### config.mk
export PLATFORM = sky130hd
export DESIGN_NAME = io_responder
export DESIGN_NICKNAME = d
export VERILOG_FILES = /design/src/rtl/io_map_pkg.sv /design/src/rtl/io_debounce.sv /design/src/rtl/io_responder.sv
export SDC_FILE = /design/constraint.sdc
export NUM_CORES = 1
export LEC_CHECK = 0
export CORE_MARGIN = 5
export CORE_UTILIZATION = 52
export DETAILED_ROUTE_END_ITERATION = 7
export GPL_TIMING_DRIVEN = 0
export PLACE_DENSITY = 0.79
export RECOVER_POWER = 100
export SLEW_MARGIN = 15
export SYNTH_ARGS = -nofsm -noshare
export SYNTH_HDL_FRONTEND = slang
export SYNTH_SLANG_ARGS = --single-unit
### constraint.sdc
create_clock -name clk -period 7.3 [get_ports clk]
set_clock_uncertainty 0.05 [all_clocks]
set_input_delay 2.19 -clock clk [delete_from_list [all_inputs] [get_ports clk]]
set_output_delay 2.19 -clock clk [all_outputs]
set_load 0.02 [all_outputs]
### src/rtl/io_map_pkg.sv
`default_nettype none
// ============================================================================
//  io_map
//  IO address map and debounce FSM encoding, shared with the memory/IO router.
//  Revision: 1.0
// ============================================================================
package io_map;

   localparam logic [31:0] LED_LO_ADDR = 32'hFFFF_FC60;
   localparam logic [31:0] LED_HI_ADDR = 32'hFFFF_FC62;
   localparam logic [31:0] SW_LO_ADDR  = 32'hFFFF_FC70;
   localparam logic [31:0] SW_HI_ADDR  = 32'hFFFF_FC72;
   localparam logic [31:0] BTN_ADDR    = 32'hFFFF_FC74;

   typedef enum logic [0:0] {
      DB_STABLE   = 1'b0,
      DB_SETTLING = 1'b1
   } db_state_t;

endpackage
`default_nettype wire

### src/rtl/io_debounce.sv
`default_nettype none
// ============================================================================
//  io_debounce
//  Two-flop synchroniser followed by a counter-based debounce FSM.
//  Revision: 1.0
// ============================================================================
module io_debounce
   import io_map::*;
#(
   parameter int          WIDTH           = 1,
   parameter logic [19:0] DEBOUNCE_CYCLES = 20'd100000,
   parameter int          CNT_W           = 17
) (
   input  logic             clk,
   input  logic             rst,
   input  logic [WIDTH-1:0] pin,
   output logic [WIDTH-1:0] db,
   output logic [WIDTH-1:0] rise
);

   // The entry cycle into SETTLING already holds the first matching sample,
   // so committing at DEBOUNCE_CYCLES-2 gives exactly DEBOUNCE_CYCLES samples.
   localparam logic [CNT_W-1:0] c_cnt_last = CNT_W'(DEBOUNCE_CYCLES - 20'd2);

   logic [WIDTH-1:0] r_sync1;
   logic [WIDTH-1:0] r_sync2;
   logic [WIDTH-1:0] r_cand;
   logic [WIDTH-1:0] r_db;
   logic [WIDTH-1:0] w_cand_nxt;
   logic [WIDTH-1:0] w_db_nxt;
   logic [CNT_W-1:0] r_cnt;
   logic [CNT_W-1:0] w_cnt_nxt;
   db_state_t        r_state;
   db_state_t        w_state_nxt;
   logic             w_commit;

   always_ff @(posedge clk or posedge rst) begin
      if (rst) begin
         r_sync1 <= '0;
         r_sync2 <= '0;
      end else begin
         r_sync1 <= pin;
         r_sync2 <= r_sync1;
      end
   end

   always_ff @(posedge clk or posedge rst) begin
      if (rst) begin
         r_state <= DB_STABLE;
         r_cand  <= '0;
         r_cnt   <= '0;
         r_db    <= '0;
      end else begin
         r_state <= w_state_nxt;
         r_cand  <= w_cand_nxt;
         r_cnt   <= w_cnt_nxt;
         r_db    <= w_db_nxt;
      end
   end

   always_comb begin
      w_state_nxt = r_state;
      w_cand_nxt  = r_cand;
      w_cnt_nxt   = r_cnt;
      w_db_nxt    = r_db;
      w_commit    = 1'b0;
      case (r_state)
         DB_STABLE: begin
            if (r_sync2 != r_db) begin
               w_cand_nxt  = r_sync2;
               w_cnt_nxt   = '0;
               w_state_nxt = DB_SETTLING;
            end
         end
         DB_SETTLING: begin
            if (r_sync2 == r_db) begin
               w_cnt_nxt   = '0;
               w_state_nxt = DB_STABLE;
            end else if (r_sync2 != r_cand) begin
               w_cand_nxt = r_sync2;
               w_cnt_nxt  = '0;
            end else if (r_cnt == c_cnt_last) begin
               w_commit    = 1'b1;
               w_db_nxt    = r_cand;
               w_cnt_nxt   = '0;
               w_state_nxt = DB_STABLE;
            end else begin
               w_cnt_nxt = r_cnt + CNT_W'(1);
            end
         end
         default: w_state_nxt = DB_STABLE;
      endcase
   end

   assign db   = r_db;
   assign rise = {WIDTH{w_commit}} & r_cand & ~r_db;

endmodule
`default_nettype wire

### src/rtl/io_responder.sv
`default_nettype none
// ============================================================================
//  io_responder
//  IO-side responder: LED register, debounced switches, sticky button flag.
//  Revision: 1.0
// ============================================================================
module io_responder
   import io_map::*;
#(
   parameter logic [19:0] DEBOUNCE_CYCLES = 20'd100000,
   parameter int          CNT_W           = 17
) (
   input  logic        clk,
   input  logic        rst,
   input  logic        io_read,
   input  logic        io_write,
   input  logic [31:0] addr,
   input  logic [31:0] wdata,
   output logic [15:0] io_rdata,
   input  logic [23:0] sw_pin,
   input  logic        btn_pin,
   output logic [23:0] led_pin
);

   logic [23:0] r_led;
   logic        r_btn_flag;
   logic [23:0] w_sw_db;
   logic [23:0] w_unused_sw_rise;
   logic        w_unused_btn_db;
   logic        w_btn_rise;
   logic [15:0] w_unused_wdata_hi;

   assign w_unused_wdata_hi = wdata[31:16];

   io_debounce #(
      .WIDTH           (24),
      .DEBOUNCE_CYCLES (DEBOUNCE_CYCLES),
      .CNT_W           (CNT_W)
   ) u_sw_debounce (
      .clk  (clk),
      .rst  (rst),
      .pin  (sw_pin),
      .db   (w_sw_db),
      .rise (w_unused_sw_rise)
   );

   io_debounce #(
      .WIDTH           (1),
      .DEBOUNCE_CYCLES (DEBOUNCE_CYCLES),
      .CNT_W           (CNT_W)
   ) u_btn_debounce (
      .clk  (clk),
      .rst  (rst),
      .pin  (btn_pin),
      .db   (w_unused_btn_db),
      .rise (w_btn_rise)
   );

   always_ff @(posedge clk or posedge rst) begin
      if (rst) begin
         r_led <= '0;
      end else if (io_write) begin
         if (addr == LED_LO_ADDR) begin
            r_led[15:0] <= wdata[15:0];
         end else if (addr == LED_HI_ADDR) begin
            r_led[23:16] <= wdata[7:0];
         end
      end
   end

   // A new press outranks a clearing read landing on the same edge.
   always_ff @(posedge clk or posedge rst) begin
      if (rst) begin
         r_btn_flag <= 1'b0;
      end else if (w_btn_rise) begin
         r_btn_flag <= 1'b1;
      end else if (io_read && (addr == BTN_ADDR)) begin
         r_btn_flag <= 1'b0;
      end
   end

   always_comb begin
      io_rdata = 16'h0000;
      if (io_read) begin
         case (addr)
            LED_LO_ADDR: io_rdata = r_led[15:0];
            LED_HI_ADDR: io_rdata = {8'h00, r_led[23:16]};
            SW_LO_ADDR:  io_rdata = w_sw_db[15:0];
            SW_HI_ADDR:  io_rdata = {8'h00, w_sw_db[23:16]};
            BTN_ADDR:    io_rdata = {15'h0000, r_btn_flag};
            default:     io_rdata = 16'h0000;
         endcase
      end
   end

   assign led_pin = r_led;

endmodule
`default_nettype wire

## After elaboration in Yosys (flattened, before gate mapping)

Cells that the tools add are included.

- Multiplexer cells: 36
- Reduce and logical (&&, ||, !) cells: 8
- Div/mod/pow operators: 0
- Shifts and indexed selects: 0
- $mul: 0
- Eq/ne operators: 19
- Bitwise gates (word level): 10
- Magnitude comparators: 0
- Add/subtract/negate cells: 2

Operators by type and width:

| cell | count |
|---|---|
| == test 32 bit (second input constant) | 5 |
| two-way mux 17 bit | 8 |
| one-hot mux 16 bit (5 select lines) | 1 |
| two-way mux 24 bit | 3 |
| one-hot mux 17 bit (2 select lines) | 2 |
| inequality test 24 bit | 2 |
| one-hot mux 24 bit (2 select lines) | 1 |
| adder 17 x 1 -> 17 bit (second input constant) | 2 |
| == test 17 bit (second input constant) | 2 |
| == test 24 bit | 1 |
| two-way mux 1 bit | 17 |
| two-way mux 16 bit | 1 |
| AND reduction 3 bit | 3 |
| inequality test 2 bit (second input constant) | 4 |
| inverter 1 bit | 8 |
| AND reduction 4 bit | 2 |
| one-hot mux 1 bit (2 select lines) | 3 |
| inequality test 2 x 1 -> 1 bit (second input constant) | 2 |
| bitwise AND 1 bit | 2 |
| inequality test 1 bit | 2 |
| AND reduction 2 bit | 1 |
| nonzero test 2 bit | 1 |
| == test 1 bit | 1 |
| logical AND 1 bit | 1 |

- Flip-flop bits (word level): 161
- Input port bits: 93
- Logic and storage cells: 90
- Bits in read-only memories: 0
- Latch bits: 0
- Memories: 0
- Output and inout port bits: 40
- RAM bits: 0

## Depth between registers and ports, before layout

Gate-level depths: netlist of run 1.

- Depth after elaboration: 8
- Mapped depth: 9
- Gate-level depth less buffers: 8

## Cells and area by module

A second synthesis of run 1 with hierarchy kept.

- Cells, all modules: 615
- Area, all modules: 7722.4 um^2

By module, submodules not included:

| module | instances | area an instance (um^2) | cells an instance |
|---|---|---|---|
| io_debounce (u_sw_debounce) | 1 | 5001.0 | 380 |
| io_responder | 1 | 1520.2 | 112 |
| io_debounce (u_btn_debounce) | 1 | 1201.2 | 123 |

## Worst setup path after synthesis of run 1

No wires, ideal clock.

- Path type: input port to output port
- Start point: input port addr[22]
- End point: output port io_rdata[10]
- Data required time: 5.060 ns
- Arrival time: 3.940 ns
- Cell stages on the path: 5
- Slack: 1.120 ns
- Cell sequence: nand4_1 > or4_1 > nor4_2 > nand2_1 > nor2_1

- Cells in the longest elaborated chain, start to end: 3
- Elaborated cells on any way between the ends: 7
- Those cells by class: eq/ne (5); mux (2)

RTL lines:

| item | line | RTL |
|---|---|---|
| start: declaration | io_responder.sv:17 | `input logic [31:0] addr,` |
| == test 32 bit | io_responder.sv:85 | `case (addr)` |
| one-hot mux 16 bit (5 select lines) * | io_responder.sv:85 |  |
| two-way mux 16 bit * | io_responder.sv:84 | `if (io_read) begin` |
| end: declaration | io_responder.sv:19 | `output logic [15:0] io_rdata,` |

Mark *: on every way between the ends. The rest lies on a longest branch, timed or not.

## Worst setup path in the final report of run 1

- Start point: input port addr[17]
- End point: output port io_rdata[8]

Same word-level chain as after synthesis.

==> flow_metrics.tcl, run 1 <==
set metrics [dict create \
    max_stage_delay_ps 680 \
    cts_sinks 161 \
    first_global_vias 5592 \
    final_common_cell "dfrtp_1" \
    critPathTopFamily "simple AND/OR/NAND/NOR gates" \
    cp.required_ps 5060 \
    area_growth_pct 27.0 \
    p_per_area_mw_per_mm2 207 \
    wire_per_inst_um 17.8 \
    die_x_um 128 \
    top_layer_used "met4" \
    grt_pass1_wl_mm 27.9 \
    first_pass_iters 5 \
    fin_cells 926 \
    dieArea_mm2 0.0163 \
    syn_area_per_cell_um2 12.0 \
    whs_ps 297 \
    hpwlAfterDp_mm 11.6 \
    cts-root-buf "clkbuf_16" \
    drt_iter0_markers 448 \
    num-fill-cells 1004 \
    violations "capacitance limit, slew limit" \
    layout.nets 828 \
    place_congestion 0.865 \
    grt.total_usage_pct 21.5 \
    slew_headroom_pct -118 \
    cts_buffers 17 \
    insertion_delay_ps 430 \
    clk_pin_slew_ps 60 \
    rsz0062_at_grt "false" \
    ys_types 51 \
    period_share_pct 97.9 \
    htree_levels 4 \
    antenna_left 0 \
    ioPinCount 133 \
    clock.fmax_mhz 140 \
    via_count 5283 \
    grt_max_degree 89 \
    dr_wl_met2_mm 8.03 \
    drcViolationCount 0 \
    tns_ps 0 \
    cp.buffers_inverters 2 \
    core-area_mm2 0.0137 \
    slowest_stage "dlygate4sd3_1" \
    cp.arrival_ps 4910 \
    finalHoldViolCount 0 \
    cp-end-kind "output pin" \
    wl_met3_um 985 \
    seq_area_frac_synth_pct 56.0 \
    yosysWarningCount 0 \
    tightest_slew_ps 3250 \
    synth-seq-cells 161 \
    m1WireLength_mm 7.18 \
    dp_cells 893 \
    synth-async-reset-ratio_pct 100 \
    rows 43 \
    finalPower_mw 1.89 \
    grt_antenna_before_repair 2 \
    initial_core_util_pct 52.5 \
    finalSetupViolCount 0 \
    maxSlewViolCount 74 \
    cp_max_fo 8 \
    post_cts_buffers 0 \
    worstSetupPathType "input pin to output pin" \
    synth_nets 695 \
    synth_edf_count 0 \
    gr-total-overflow 0 \
    ir_drop_mv 0.167 \
    status "finished with violations" \
    synth_area_mm2 0.00720 \
    routed_wirelength_mm 16.4 \
    ys.flop_type "dfrtp_1" \
    cp_cell_sequence "clkdlybuf4s50_1 > nand4_1 > or4_4 > nor4_4 > nand2_2 > nor2_1 > dlygate4sd3_1" \
    drv_cap 1 \
    final_cell_mix "161 x dfrtp_1, 70 x mux2_2, 54 x clkdlybuf4s50_1" \
    io_buffer_count 114 \
    cts_tree "done" \
    cts.path.max_buffers 2 \
    period_minus_slack_ps 7150 \
    chipHeight_um 128 \
    p_leak_nw 4.05 \
    hold_class "flop to flop" \
    via_per_inst 5.71 \
    start_kind "input pin" \
    netlist_instances 598 \
    drive_above_1_share_pct 15.5 \
]
[kinds of logic after synthesis]
family	Yosys count	share of synthesized area (%)
XOR/XNOR	55	6.69
adder cells (fa/ha/maj)	4	0.695
buffers and inverters	30	1.89
AND/OR/NAND/NOR	195	14.7
flip-flops	161	56.0
multiplexers	84	13.0
AO/OA/AOI/OAI	69	7.04
[cell type report]
type | instances | area [µm²] | share of cell area (%)
inverters | 10 | 38.8 | 0.424
clock inverters | 13 | 129 | 1.41
clock buffers | 19 | 443 | 4.85
diodes | 2 | 5.00 | 0.0548
well taps | 180 | 225 | 2.46
flip-flops and latches | 161 | 4030 | 44.1
repair buffers | 115 | 1160 | 12.7
plain buffers | 19 | 75.1 | 0.821
multi-input cells | 407 | 3040 | 33.2
[flip-flops by register name (all words and copies together), names as in the netlist]
register                count
u_sw_debounce.r_cnt        17
u_btn_debounce.db           1
u_sw_debounce.r_cand       24
led_pin                    24
u_sw_debounce.db           24
u_btn_debounce.r_cnt       17
u_sw_debounce.r_state       1
u_sw_debounce.r_sync1      24
u_sw_debounce.r_sync2      24
u_btn_debounce.r_cand       1
u_btn_debounce.r_sync1      1
r_btn_flag                  1
u_btn_debounce.r_state      1
u_btn_debounce.r_sync2      1
[through the flow]
stage | instance area (µm²) | setup slack [ps] | util, %
floorplan | 7200 | 712 | -
global placement | 8560 | -1180 | 62.4
detailed placement | 8600 | -296 | 62.7
CTS | 9180 | 43.4 | 66.9
global route | 9140 | 41.1 | 66.6
finish | 9140 | 153 | 66.6
[final timing paths]
path                       slack [ps]                       from  cells past startpoint                         to
max                               150                   addr[17]                      7                io_rdata[8]
min in group asynchronous        3130                        rst                      2  u_sw_debounce.r_sync2[23]
min reg2reg                       300  u_sw_debounce.r_sync1[20]                      0  u_sw_debounce.r_sync2[20]
max reg2reg                      4010  u_sw_debounce.r_sync2[22]                      7       u_sw_debounce.db[10]
max in group asynchronous        2630                        rst                      2  u_sw_debounce.r_sync2[14]
min                               300  u_sw_debounce.r_sync1[20]                      0  u_sw_debounce.r_sync2[20]
[routing by layer]
metal / track usage [%] / vias up
met5: 0 / -
met4: 7.24 / 0
met3: 6.10 / 21
met2: 34.6 / 184
met1: 28.3 / 2651
li1: - / 2427
[power by group]
group | internal [mW] | total (mW) | switching (mW)
registers | 0.915 | 0.932 | 0.0175
logic | 0.0569 | 0.102 | 0.0447
clock network | 0.483 | 0.855 | 0.372
total | 1.45 | 1.89 | 0.434
[Yosys cell counts (10+ instances only)]
master	count	area, µm²
mux2_2	72	811
nand3_1	21	105
clkbuf_1	10	37.5
xnor2_1	26	228
nand2_1	37	139
inv_1	10	37.5
dfrtp_1	161	4030
and3_1	10	62.6
a221o_1	18	180
nand2b_1	10	62.6
nor4_1	12	75.1
mux2i_1	11	110
o21ai_0	21	105
xor2_1	29	254
nand4_1	13	81.3
nor3_1	21	105
nor2_1	36	135
[what timing repair did]
action | in CTS | in global routing
gates resized for setup | 11 | 1
endpoints found under the setup margin | 15 | 8
endpoints found under the hold margin | 0 | 0
hold buffers | 0 | 0
gates cloned | 0 | 0
pin swaps | 0 | 0
Note: power is estimated with default switching activity, not from simulation.
==> run 2, diff against run 1 <==
--- a/config.mk
+++ b/config.mk
@@ -11,6 +11,7 @@
 export GPL_TIMING_DRIVEN = 0
 export PLACE_DENSITY = 0.79
 export RECOVER_POWER = 100
+export SETUP_SLACK_MARGIN = 0.4
 export SLEW_MARGIN = 15
 export SYNTH_ARGS = -nofsm -noshare
 export SYNTH_HDL_FRONTEND = slang
==> run 2 against run 1 <==
  * Sequential share of layout area hardly changed
  * Combinational power barely moved
  * Via count rose by 0.70%
  * Clock power about the same
  * Global-route usage increased by 0.11 points
  * Power hardly changed
  * Register-to-register slack improved by 30 ps
  * Die area is the same
  * Sequential cell count is the same
  * Maximum frequency grew 1.5%
  * The flow still finishes with violations (capacitance limit, slew limit)
==> flow_metrics.tcl, run 2 (same netlist as run 1, synthesis figures left out) <==
set metrics [dict create \
    grt_antenna_before_repair 2 \
    core-area_mm2 0.0137 \
    slew_headroom_pct -118 \
    grt.total_usage_pct 21.6 \
    place_congestion 0.865 \
    holdPathStages 0 \
    cts.path.max_buffers 2 \
    r2r-start "u_sw_debounce.r_sync2[22]" \
    antenna_left 0 \
    finalHoldViolCount 0 \
    violations "capacitance limit, slew limit" \
    final_common_cell "dfrtp_1" \
    multi_input_area_mm2 0.00304 \
    initial_core_util_pct 52.5 \
    chipHeight_um 128 \
    first_pass_iters 5 \
    place_area_mm2 0.00860 \
    worstSetupPathType "input pin to output pin" \
    hpwlAfterDp_mm 11.6 \
    ff2ff_setup_slack_ps 4040 \
    clock.fmax_mhz 142 \
    dieArea_mm2 0.0163 \
    cts-root-buf "clkbuf_16" \
    period_minus_slack_ps 7040 \
    finalSetupViolCount 0 \
    routed_wirelength_mm 16.5 \
    gr-total-overflow 0 \
    maxSlewViolCount 74 \
    drcViolationCount 0 \
    insertion_delay_ps 430 \
    cp.arrival_ps 4800 \
    final_cell_mix "161 x dfrtp_1, 70 x mux2_2, 55 x clkdlybuf4s50_1" \
    grt_max_degree 89 \
    finalInstanceArea_mm2 0.00914 \
    die_x_um 128 \
    num-fill-cells 1005 \
    layout.nets 831 \
    via_per_inst 5.73 \
    p_per_area_mw_per_mm2 206 \
    cp-end-kind "output pin" \
    regArea_mm2 0.00403 \
    cts_sinks 161 \
    clk_pin_slew_ps 60 \
    area_growth_pct 27.0 \
    p_leak_nw 4.03 \
    r2r_end "u_sw_debounce.db[10]" \
    rsz0062_at_grt "true" \
    cts_buffers 17 \
    start_kind "input pin" \
    hold_class "flop to flop" \
    reg2reg_depth 7 \
    ioPinCount 133 \
    first_global_vias 5620 \
    drt_iter0_markers 460 \
    rows 43 \
    final_util_pct 66.6 \
    whs_ps 297 \
    grt_pass1_wl_mm 28.0 \
    htree_levels 4 \
    cts_tree "done" \
    drive_above_1_share_pct 16.2 \
    via_count 5320 \
    period_share_pct 96.4 \
    min_from "u_sw_debounce.r_sync1[20]" \
    whs_endpoint "u_sw_debounce.r_sync2[20]" \
    wire_per_inst_um 17.8 \
    ir_drop_mv 0.168 \
    tightest_slew_ps 3250 \
    cp_max_fo 7 \
    io_buffer_count 114 \
    cp.required_ps 5060 \
    cts-hold-fix-buffers 0 \
    drv_cap 1 \
    status "finished with violations" \
]
## run 2: cell count changes in the layout (fill, tap and decap cells not counted), moves of 2 or more
cell	delta
buf_2	+2
buf_4	+3
dlygate4sd2_1	-7
clkbuf_1	+3
## run 2: layout make-up
type / count / share of cell area [%]
repair buffers: 117 / 12.6
flip-flops and latches: 161 / 44.1
clock buffers: 19 / 4.84
inverters: 10 / 0.424
clock inverters: 13 / 1.41
diodes: 2 / 0.0547
plain buffers: 20 / 0.903
multi-input cells: 407 / 33.2
well taps: 180 / 2.46
## run 2: worst max-delay path by stage
| stage | start | end | slack (ps) | depth (start not counted) |
|---|---|---|---|---|
| 6_report | addr[17] | io_rdata[4] | 260 | 9 |
| 5_1_grt | addr[17] | io_rdata[4] | 180 | 9 |
| 4_1_cts | addr[17] | io_rdata[4] | 360 | 9 |
| 3_5_place_dp | addr[17] | io_rdata[4] | -300 | 8 |
| 3_3_place_gp | rst | led_pin[12] | -1180 | 2 |
| 2_1_floorplan | rst | led_pin[0] | 710 | 1 |
## run 2: metal layers
layer / part of all wire, % / global-route usage (%) / up-vias
met5: 0 / 0 / -
met4: 1.5 / 7.24 / 0
met3: 6.4 / 6.19 / 26
met2: 49 / 35.0 / 177
met1: 43 / 28.3 / 2676
li1: - / - / 2441
## run 2: what timing repair did
item / CTS / global route
buffers inserted: 1 / 1
pin swaps: 2 / 0
gates resized for setup: 28 / 9
setup endpoints to repair: 15 / 7
gates cloned: 0 / 0
## run 2: per-stage QoR
step | setup TNS, ps | power (mW) | setup slack, ps | std cells
3_3_place_gp | -191760 | 1.05 | -1180 | 892
2_1_floorplan | 0 | 0.994 | 712 | 598
6_report | 0 | 1.89 | 259 | 929
5_1_grt | 0 | 1.96 | 180 | 929
3_5_place_dp | -3660 | 1.05 | -296 | 893
4_1_cts | 0 | 1.91 | 357 | 926
## run 2: critical path: stages
cell and delay, ps:
dlygate4sd3_1 530, nand4_1 90, or4_1 640, nor4b_4 350, and2b_2 230, and2_1 130, buf_4 160, a221o_1 220
clkbuf_1 250
## run 2: where the power goes
group	switching (mW)	internal [mW]
sequential	0.0176	0.915
combinational	0.0449	0.0568
clock	0.371	0.483
